===== src/rtl/add_sub_norm_pkg.sv =====
// Shared constants and the pipeline payload for the shared mantissa normalizer.
// The payload struct is sized from these constants, so width changes are made here.
package add_sub_norm_pkg;

  localparam int NORM_NUM_REQ    = 4;
  localparam int NORM_SIZE_DATA  = 28;
  localparam int NORM_SIZE_SHIFT = 5;
  localparam int NORM_SIZE_EXP   = 8;
  localparam int NORM_ID_W       = (NORM_NUM_REQ > 1) ? $clog2(NORM_NUM_REQ) : 1;

  typedef struct packed {
    logic [NORM_SIZE_DATA-1:0]  data;
    logic [NORM_SIZE_EXP-1:0]   exp;
    logic [NORM_ID_W-1:0]       id;
    logic [NORM_SIZE_SHIFT-1:0] shift;
    logic                       zero;
    logic                       uflow;
  } norm_stage_t;

  // Round-robin successor of a granted index.
  function automatic logic [NORM_ID_W-1:0] rr_next(input logic [NORM_ID_W-1:0] idx);
    if (int'(idx) == NORM_NUM_REQ - 1) return '0;
    return idx + 1'b1;
  endfunction

endpackage


===== src/rtl/ADD_SUB_SHF_left.sv =====
// Logarithmic left barrel shifter: one stage per shift-amount bit.
module ADD_SUB_SHF_left #(
  parameter int SIZE_DATA  = 28,
  parameter int SIZE_SHIFT = 5
) (
  input  logic [SIZE_DATA-1:0]  i_data,
  input  logic [SIZE_SHIFT-1:0] i_shift,
  output logic [SIZE_DATA-1:0]  o_data
);

  logic [SIZE_DATA-1:0] stg [SIZE_SHIFT+1];

  always_comb begin
    stg[0] = i_data;
    for (int s = 0; s < SIZE_SHIFT; s++) begin
      stg[s+1] = i_shift[s] ? (stg[s] << (1 << s)) : stg[s];
    end
    o_data = stg[SIZE_SHIFT];
  end

endmodule


===== src/rtl/add_sub_lzc.sv =====
// Combinational leading-zero counter. The count for an all-zero input is
// not meaningful; callers handle zero mantissas separately.
module add_sub_lzc #(
  parameter int SIZE_DATA  = 28,
  parameter int SIZE_SHIFT = 5
) (
  input  logic [SIZE_DATA-1:0]  i_data,
  output logic [SIZE_SHIFT-1:0] o_lzc
);

  int   cnt;
  logic found;

  always_comb begin
    cnt   = 0;
    found = 1'b0;
    for (int i = SIZE_DATA - 1; i >= 0; i--) begin
      if (!found) begin
        if (i_data[i]) found = 1'b1;
        else           cnt   = cnt + 1;
      end
    end
    o_lzc = SIZE_SHIFT'(cnt);
  end

endmodule


===== src/rtl/add_sub_norm_arb.sv =====
// Round-robin arbiter in front of a two-stage mantissa normalizer
// (stage 1: capture + lzc, stage 2: shift amount/exponent, shifter on the output).
module add_sub_norm_arb
  import add_sub_norm_pkg::*;
#(
  parameter int NUM_REQ    = NORM_NUM_REQ,
  parameter int SIZE_DATA  = NORM_SIZE_DATA,
  parameter int SIZE_SHIFT = NORM_SIZE_SHIFT,
  parameter int SIZE_EXP   = NORM_SIZE_EXP
) (
  input  logic                               i_clk,
  input  logic                               i_rst_n,
  input  logic [NUM_REQ-1:0]                 i_req_valid,
  input  logic [NUM_REQ-1:0][SIZE_DATA-1:0]  i_req_data,
  input  logic [NUM_REQ-1:0][SIZE_EXP-1:0]   i_req_exp,
  output logic [NUM_REQ-1:0]                 o_req_ready,
  output logic                               o_res_valid,
  input  logic                               i_res_ready,
  output logic [SIZE_DATA-1:0]               o_res_data,
  output logic [SIZE_EXP-1:0]                o_res_exp,
  output logic [NORM_ID_W-1:0]               o_res_id,
  output logic                               o_res_zero,
  output logic                               o_res_uflow
);

  // Handshakes: a transfer happens on a rising edge where valid & ready are
  // both high; ready never depends on the same-side valid of other inputs
  // except through the arbiter pick, and results are held while not accepted.

  logic [NORM_ID_W-1:0]  rr_ptr;
  logic [NORM_ID_W-1:0]  grant_idx;
  logic                  grant_any;
  logic                  s1_valid;
  logic                  s2_valid;
  logic                  s1_accept;
  logic                  s2_load;
  norm_stage_t           s1_q;
  norm_stage_t           s2_q;
  norm_stage_t           s2_nxt;
  logic [SIZE_SHIFT-1:0] s1_lzc;

  // Search starts at rr_ptr and wraps, so the last winner has lowest priority.
  always_comb begin : arb
    int k;
    k         = 0;
    grant_idx = '0;
    grant_any = 1'b0;
    for (int i = 0; i < NUM_REQ; i++) begin
      k = int'(rr_ptr) + i;
      if (k >= NUM_REQ) k = k - NUM_REQ;
      if (!grant_any && i_req_valid[k]) begin
        grant_any = 1'b1;
        grant_idx = NORM_ID_W'(k);
      end
    end
  end

  assign s2_load   = !s2_valid || i_res_ready;
  assign s1_accept = i_rst_n && grant_any && (!s1_valid || s2_load);

  always_comb begin
    o_req_ready = '0;
    if (s1_accept) o_req_ready = NUM_REQ'(1) << grant_idx;
  end

  add_sub_lzc #(
    .SIZE_DATA  (SIZE_DATA),
    .SIZE_SHIFT (SIZE_SHIFT)
  ) u_lzc (
    .i_data (s1_q.data),
    .o_lzc  (s1_lzc)
  );

  // Normalize as far as the exponent allows; stop at exponent 0 (denormal).
  always_comb begin
    s2_nxt       = s1_q;
    s2_nxt.shift = '0;
    s2_nxt.zero  = 1'b0;
    s2_nxt.uflow = 1'b0;
    if (s1_q.data == '0) begin
      s2_nxt.exp  = '0;
      s2_nxt.zero = 1'b1;
    end else if (s1_q.exp == '0) begin
      s2_nxt.exp = '0;
    end else if (int'(s1_q.exp) > int'(s1_lzc)) begin
      s2_nxt.shift = s1_lzc;
      s2_nxt.exp   = SIZE_EXP'(int'(s1_q.exp) - int'(s1_lzc));
    end else begin
      s2_nxt.shift = SIZE_SHIFT'(int'(s1_q.exp) - 1);
      s2_nxt.exp   = '0;
      s2_nxt.uflow = 1'b1;
    end
  end

  always_ff @(posedge i_clk or negedge i_rst_n) begin
    if (!i_rst_n) begin
      rr_ptr   <= '0;
      s1_valid <= 1'b0;
      s1_q     <= '0;
      s2_valid <= 1'b0;
      s2_q     <= '0;
    end else begin
      if (s1_accept) begin
        s1_valid <= 1'b1;
        s1_q     <= '{data:  i_req_data[grant_idx],
                      exp:   i_req_exp[grant_idx],
                      id:    grant_idx,
                      shift: '0,
                      zero:  1'b0,
                      uflow: 1'b0};
        rr_ptr   <= rr_next(grant_idx);
      end else if (s2_load) begin
        s1_valid <= 1'b0;
      end
      if (s2_load) begin
        s2_valid <= s1_valid;
        if (s1_valid) s2_q <= s2_nxt;
      end
    end
  end

  ADD_SUB_SHF_left #(
    .SIZE_DATA  (SIZE_DATA),
    .SIZE_SHIFT (SIZE_SHIFT)
  ) u_shf (
    .i_data  (s2_q.data),
    .i_shift (s2_q.shift),
    .o_data  (o_res_data)
  );

  assign o_res_valid = s2_valid;
  assign o_res_exp   = s2_q.exp;
  assign o_res_id    = s2_q.id;
  assign o_res_zero  = s2_q.zero;
  assign o_res_uflow = s2_q.uflow;

endmodule

===== config.mk =====
export PLATFORM = sky130hd
export DESIGN_NAME = add_sub_norm_arb
export DESIGN_NICKNAME = d
export VERILOG_FILES = /design/src/rtl/add_sub_norm_pkg.sv /design/src/rtl/ADD_SUB_SHF_left.sv /design/src/rtl/add_sub_lzc.sv /design/src/rtl/add_sub_norm_arb.sv
export SDC_FILE = /design/constraint.sdc
export NUM_CORES = 1
export LEC_CHECK = 0
export CAP_MARGIN = 15
export CORE_MARGIN = 2
export CORE_UTILIZATION = 48
export DETAILED_ROUTE_END_ITERATION = 6
export GPL_TIMING_DRIVEN = 1
export PLACE_DENSITY = 0.88
export SLEW_MARGIN = 0
export SYNTH_ARGS = -nofsm -noshare
export SYNTH_HDL_FRONTEND = slang
export SYNTH_SLANG_ARGS = --single-unit

===== constraint.sdc =====
create_clock -name i_clk -period 12.2 [get_ports i_clk]
set_input_delay 2.44 -clock i_clk [delete_from_list [all_inputs] [get_ports i_clk]]
set_output_delay 2.44 -clock i_clk [all_outputs]
set_load 0.05 [all_outputs]

# == After elaboration in Yosys (flattened, before gate mapping) ==
# Cells that the tools add are included.
# op_classes
eq_ne,1
shifts,1
muxes,158
add_sub_neg,37
n_reduce_logical,16
order_cmp,10
# ops
cell,count
5-bit 2-to-1 mux,56
28-bit 2-to-1 mux,6
5-bit by 2-bit adder with 5-bit output (second input constant),26
32-bit by 4-bit less-than comparator with 1-bit output (second input constant),4
32-bit 2-to-1 mux,4
1-bit 2-to-1 mux,74
28-bit binary-select mux with 2-bit select,1
8-bit 2-to-1 mux,4
28-bit logical NOT,1
8-bit binary-select mux with 2-bit select,1
2-bit 2-to-1 mux,7
3-bit by 3-bit subtractor with 4-bit output (second input constant),3
3-bit >= comparator (second input constant),3
1-bit binary-select mux with 2-bit select,4
8-bit by 5-bit > comparator with 1-bit output,1
8-bit logical NOT,1
8-bit by 5-bit subtractor with 8-bit output,1
2-bit by 2-bit adder with 3-bit output (second input constant),2
1-bit logical AND,5
1-bit logical NOT,5
5-bit by 1-bit subtractor with 5-bit output (second input constant),1
4-bit 2-to-1 mux,1
1-bit by 2-bit << shifter with 4-bit output (first input constant),1
2-bit by 3-bit subtractor with 4-bit output (second input constant),1
9 further kinds,10
# word_totals
register_bits,87
elab_cells,235

# == Logic depth before layout (Yosys ltp) ==
# depth
depth_word,86
mapped_depth,83

# == Hierarchy ==
# From an unflattened synthesis, not the netlist that was laid out.
# unflattened
hier_cells,1045
area_unflattened_um2,9542.9
# by_module_without_submodules
mod,cells_per_inst,area_each_um2,seq_area_each_um2,n_inst
add_sub_norm_arb,423,4800.9,2177.1,1
add_sub_lzc,455,3188.1,0.0,1
ADD_SUB_SHF_left,167,1554.0,0.0,1

# == Least setup slack after synthesis ==
# OpenSTA, ideal clock, no wires.
# synth_path
path_kind,register -> register
from,register s1_q[43] (netlist name)
to,register s2_q[3] (netlist name)
path_stages_with_launch,80
setup_ps,121
n_path_buf,1
arrival_ps,13160
slack_ps,-1081
cell_sequence,dfrtp_1 > or2_2 > clkbuf_1 > nor2_1 > ha_1 > mux2_2 > nor3_1 > nor2_1 > o21ai_0 > ha_1 > o31ai_1 > a21oi_1 > nor2_1 > ha_1 > nor2_1 > nor2_1 > nor3_1 > nor2_1 > [... 44 more ...] > o21ai_0 > ha_1 > nor2b_1 > a211oi_1 > a31oi_1 > ha_1 > nand2_1 > nand2b_1 > a32oi_1 > o32ai_1 > nand2_1 > xnor2_1 > xnor2_1 > ha_1 > a211o_1 > a211oi_1 > mux2_2 > a22o_1
# synth_via
elab_chain_len,84
word_cells_on_any_way,112
classes_between,26 x add/sub; 1 x order compare; 84 x mux; 1 x reduce/logical
# synth_rtl
item,line,source
"start, declared",add_sub_norm_arb.sv:37,norm_stage_t s1_q;
"start signal, assigned",add_sub_norm_arb.sv:105,"s1_q <= '{data: i_req_data[grant_idx],"
2-bit 2-to-1 mux,add_sub_lzc.sv:19,if (i_data[i]) found = 1'b1;
5-bit 2-to-1 mux,add_sub_lzc.sv:18,if (!found) begin
5-bit by 2-bit adder with 5-bit output,add_sub_lzc.sv:20,else cnt = cnt + 1;
5-bit 2-to-1 mux,add_sub_lzc.sv:19,
5-bit 2-to-1 mux,add_sub_lzc.sv:18,
5-bit by 2-bit adder with 5-bit output,add_sub_lzc.sv:20,
5-bit 2-to-1 mux,add_sub_lzc.sv:19,
5-bit 2-to-1 mux,add_sub_lzc.sv:18,
[... 68 more ...],n/a,
5-bit 2-to-1 mux,add_sub_lzc.sv:18,
5-bit by 2-bit adder with 5-bit output,add_sub_lzc.sv:20,
5-bit 2-to-1 mux,add_sub_lzc.sv:19,
5-bit 2-to-1 mux,add_sub_lzc.sv:18,
8-bit by 5-bit > comparator with 1-bit output,add_sub_norm_arb.sv:85,end else if (int'(s1_q.exp) > int'(s1_lzc)) begin
5-bit 2-to-1 mux,add_sub_norm_arb.sv:85,
5-bit 2-to-1 mux,add_sub_norm_arb.sv:83,end else if (s1_q.exp == '0) begin
5-bit 2-to-1 mux *,add_sub_norm_arb.sv:80,if (s1_q.data == '0) begin
"end signal, assigned",add_sub_norm_arb.sv:117,if (s1_valid) s2_q <= s2_nxt;
"end, declared",add_sub_norm_arb.sv:38,norm_stage_t s2_q;
# Every way passes the cells marked *; elsewhere a longest branch is shown, timed or not.
# A chain may end at the register's enable or synchronous reset.

# == Worst setup path after layout ==
# Ends and elaborated chain as after synthesis.

==> metrics.csv <==
stage,metric,value,unit
placed_design,RD Place Congestion,0.964,
synth,Synth async-reset ratio,100,%
floorplanning,I/O Pins,196,
cells_and_area,Final Non-Filler Cells,1719,
cells_and_area,Finished Cell Area,12500,um^2
cts,CTS sink count,87,
setup_path,startpoint types,flop,
timing,final hold vios,0,
placed_design,Post-DP Area,11600,um^2
setup_path,reg2reg setup slack,-2.16,ns
floorplanning,row count,50,
timing,Tmin final,14.36,ns
timing,Max-Slew Margin vs Limit,37.6,%
synth,"Top FF cell, synth",dfrtp_1,
floorplanning,Core Area,18600,um^2
grt,Tot GR Track Use,28.5,%
drt,WL final,30900,um
cells_and_area,nets,1667,
setup_path,critical path's slowest cell,dfrtp_1,
setup_path,Critical Setup Path Class,reg2reg,
cells_and_area,utilization after layout,67.2,%
cts,total CTS buffers,9,
placed_design,Port-buffer cells,195,
grt,vias in the first global route,9630,
placed_design,Detail Placement HPWL,20600,um
floorplanning,Die Area,20000,um^2
cts,Worst-Skew Late Latency,0.37,ns
grt,"Remaining Overflow, GRT",0,
synth,register bit total from synthesis,87,
drt,number of DRC markers in iteration 0,1186,
setup_path,kind of end point of the critical path,flop,
worst_hold_path,HP Class,reg2reg,
synth,synth warn,0,
power,Internal,0.00196,W
synth,Netlist cell types,83,
grt,pin count of the biggest net entering global routing,76,
power,Sw Ratio,52.5,%
drt,post-route ant nets,0,
setup_path,Crit path arrival time,14.63,ns
cts,CTS root buf,clkbuf_16,
power,Clock Power Share,6.7,%
cells_and_area,layout cell share with drive strength beyond 1,18.7,%
synth,"Cell Area, Synth",9090,um^2
cts,worst-case clock buffer depth,2,
cts,CTS tree,done,
setup_path,Critical Path Max Stage Delay,0.40,ns
synth,syn_nets,1428,
timing,fin. max-slew vios,0,
placed_design,pre-CTS WS,-1.21,ns
setup_path,required time worst endpoint,12.47,ns
drt,vias post-DR,10300,
drt,drc violations,29,
power,P_leak,5.48,nW
run,maximum capacitance violations,0,
floorplanning,DIE WIDTH,142,um
floorplanning,die height,142,um
cts,"Reg clk slew, reported paths",0.08,ns
power,P_sw,0.00217,W
setup_path,Crit Path Max Fanout,4,
power,combinational cell fraction of total power,77.9,%
setup_path,CP most frequent cell,buf_4,
timing,FMAX,69.6,MHz
floorplanning,Initial Utilization,48.7,%
cts,htree depth,3,
synth,Post-synth EDFFs,0,
timing,worst-margin pin slew,0.936,ns
power,power per cell area,329,nW/um^2
timing,final setup fails,14,
timing,final worst setup slack,-2.16,ns
drt,Detailed Routing Iterations Pass 1,7,
timing,Final period util,118,%
synth,syn_area_per_cell,7.33,um^2
synth,post-synthesis sequential area ratio,24.0,%
timing,Layout Skew,0.0190,ns
cells_and_area,Syn-to-layout area delta,37.8,%
drt,drt wl/cell,18.0,um
outcome,violated checks,"DRC, setup timing",
outcome,status,"complete, but fails checks",
placed_design,placed insts,1660,
timing,RSZ-0062 raised after global routing,true,
drt,vias per inst,6.01,
power,Max VDD drop,0.141,mV
grt,initial antenna violation count,0,
grt,first-pass GRT wire length,46800,um
power,Reg power frac,15.3,%
timing,Sum Neg Setup Slack,-28.99,ns
synth,synthesized instance count,1240,
critical path: cells and delay by family, from the launching register on:
kind | cells | cell delay [ns]
flops | 1 | 0.40
buf+inv | 14 | 1.77
simple gates | 22 | 2.78
mux | 5 | 1.14
xor+xnor | 3 | 0.51
compound gates | 26 | 4.41
fa+ha+maj | 13 | 3.27
worst paths after layout:
path / from / endpoint / depth (start not counted)
worst max-delay path: s1_q[43] / s2_q[3] / 83
worst min-delay path: o_res_exp[6] / o_res_exp[6] / 2
worst max register to register: s1_q[43] / s2_q[3] / 83
worst min register to register: o_res_exp[6] / o_res_exp[6] / 2
max in group asynchronous: i_rst_n / s2_q[36] / 2
min in group asynchronous: i_rst_n / s1_q[13] / 1
metrics by stage:
stage               power (W)  hold WS (ns)
floorplan             0.00247         0.446
global placement      0.00325         0.460
detailed placement    0.00334         0.472
CTS                   0.00380         0.494
global route          0.00435         0.513
finish                0.00412         0.498
power groups by stage:
stage | clock, W | sequential (W) | combinational, W
after floorplan | 0 | 0.000506 | 0.00196
final | 0.000278 | 0.000631 | 0.00321
after CTS | 0.000275 | 0.000603 | 0.00292
after detailed placement | 0 | 0.000607 | 0.00273
after global routing | 0.000288 | 0.000644 | 0.00341
after global placement | 0 | 0.000594 | 0.00266
cell type report:
type                    instances  area (um^2)
well taps                     234          293
flip-flops and latches         87         2180
clock inverters                 7         70.1
inverters                      36          135
repair buffers                318         2880
clock buffers                   9          225
fillers                      1320         6120
multi-input cells            1027         6740
diodes                          1         2.50
per-layer routing:
layer / up-vias / global-route usage (%) / wire (um)
li1: 4743 / - / -
met1: 4686 / 36.0 / 11800
met2: 699 / 47.6 / 14500
met3: 204 / 6.07 / 2960
met4: 0 / 11.8 / 1680
met5: - / 0 / 0
cells by family (layout without fill, tap and decap cells):
family	after synthesis	count (layout)	synth area share (%)
AOI/OAI and AO/OA	261	261	17.1
muxes	83	83	11.5
and+or+nand+nor	572	573	28.3
adders and majority gates	43	43	5.84
xor gates and xnor gates	67	67	7.41
buffers and inverters	127	370	5.87
other	0	1	0
DFF	87	87	24.0
placed cells by master, fill, tap and decap left out, types with 6 or more instances in the layout:
cell,n
nand2b_1,14
o21a_1,7
o21ai_2,9
clkbuf_16,9
nand2_1,317
clkdlybuf4s50_1,194
mux4_2,13
a21oi_1,43
nor2b_1,24
mux2_2,34
nand3_1,50
a211oi_1,11
mux2i_1,30
nand4_1,8
dfrtp_1,85
ha_1,30
buf_4,121
o22ai_1,9
o21ai_1,11
xor2_1,22
nor2_1,70
o21ai_0,114
maj3_1,6
inv_1,34
xnor2_1,38
and2_1,8
nor3_1,18
cells in the mapped netlist (all sizes together) (4+ instances only):
library cell    n  area, um^2
nand2         324        1220
nand4           8        50.1
a22o            4        35.0
mux2i          31         310
ha             36         450
nor2           79         313
o21ai         134         674
nand3b          4        30.0
dfrtp          87        2180
mux4           13         293
xor2           24         236
buf            27         158
a21oi          48         240
nand3          50         250
a211oi         14         105
inv            36         135
nand2b         17         106
o31ai           4        35.0
and3            5        31.3
mux2           39         439
maj3            6        60.1
or3             4        25.0
nor4            6        58.8
nor3           25         151
a21o            4        30.0
nor2b          26         163
and2            9        56.3
o22ai           9        56.3
or2             5        31.3
clkbuf         64         240
o21a            7        52.6
xnor2          40         365
sequential cells by signal, summed over array words and instances (netlist names):
signal,count
o_res_valid,1
o_res_id,2
o_res_zero,1
s2_q,33
s1_q,38
o_res_exp,8
rr_ptr,2
o_res_uflow,1
s1_valid,1
what timing repair did:
action,in CTS,in global routing
pin swaps,21,54
setup buffers,26,15
gates cloned,1,0
endpoints found under the setup margin,14,14
hold buffers,0,0
gates resized for setup,33,33
Note: power is estimated with default switching activity, not from simulation.
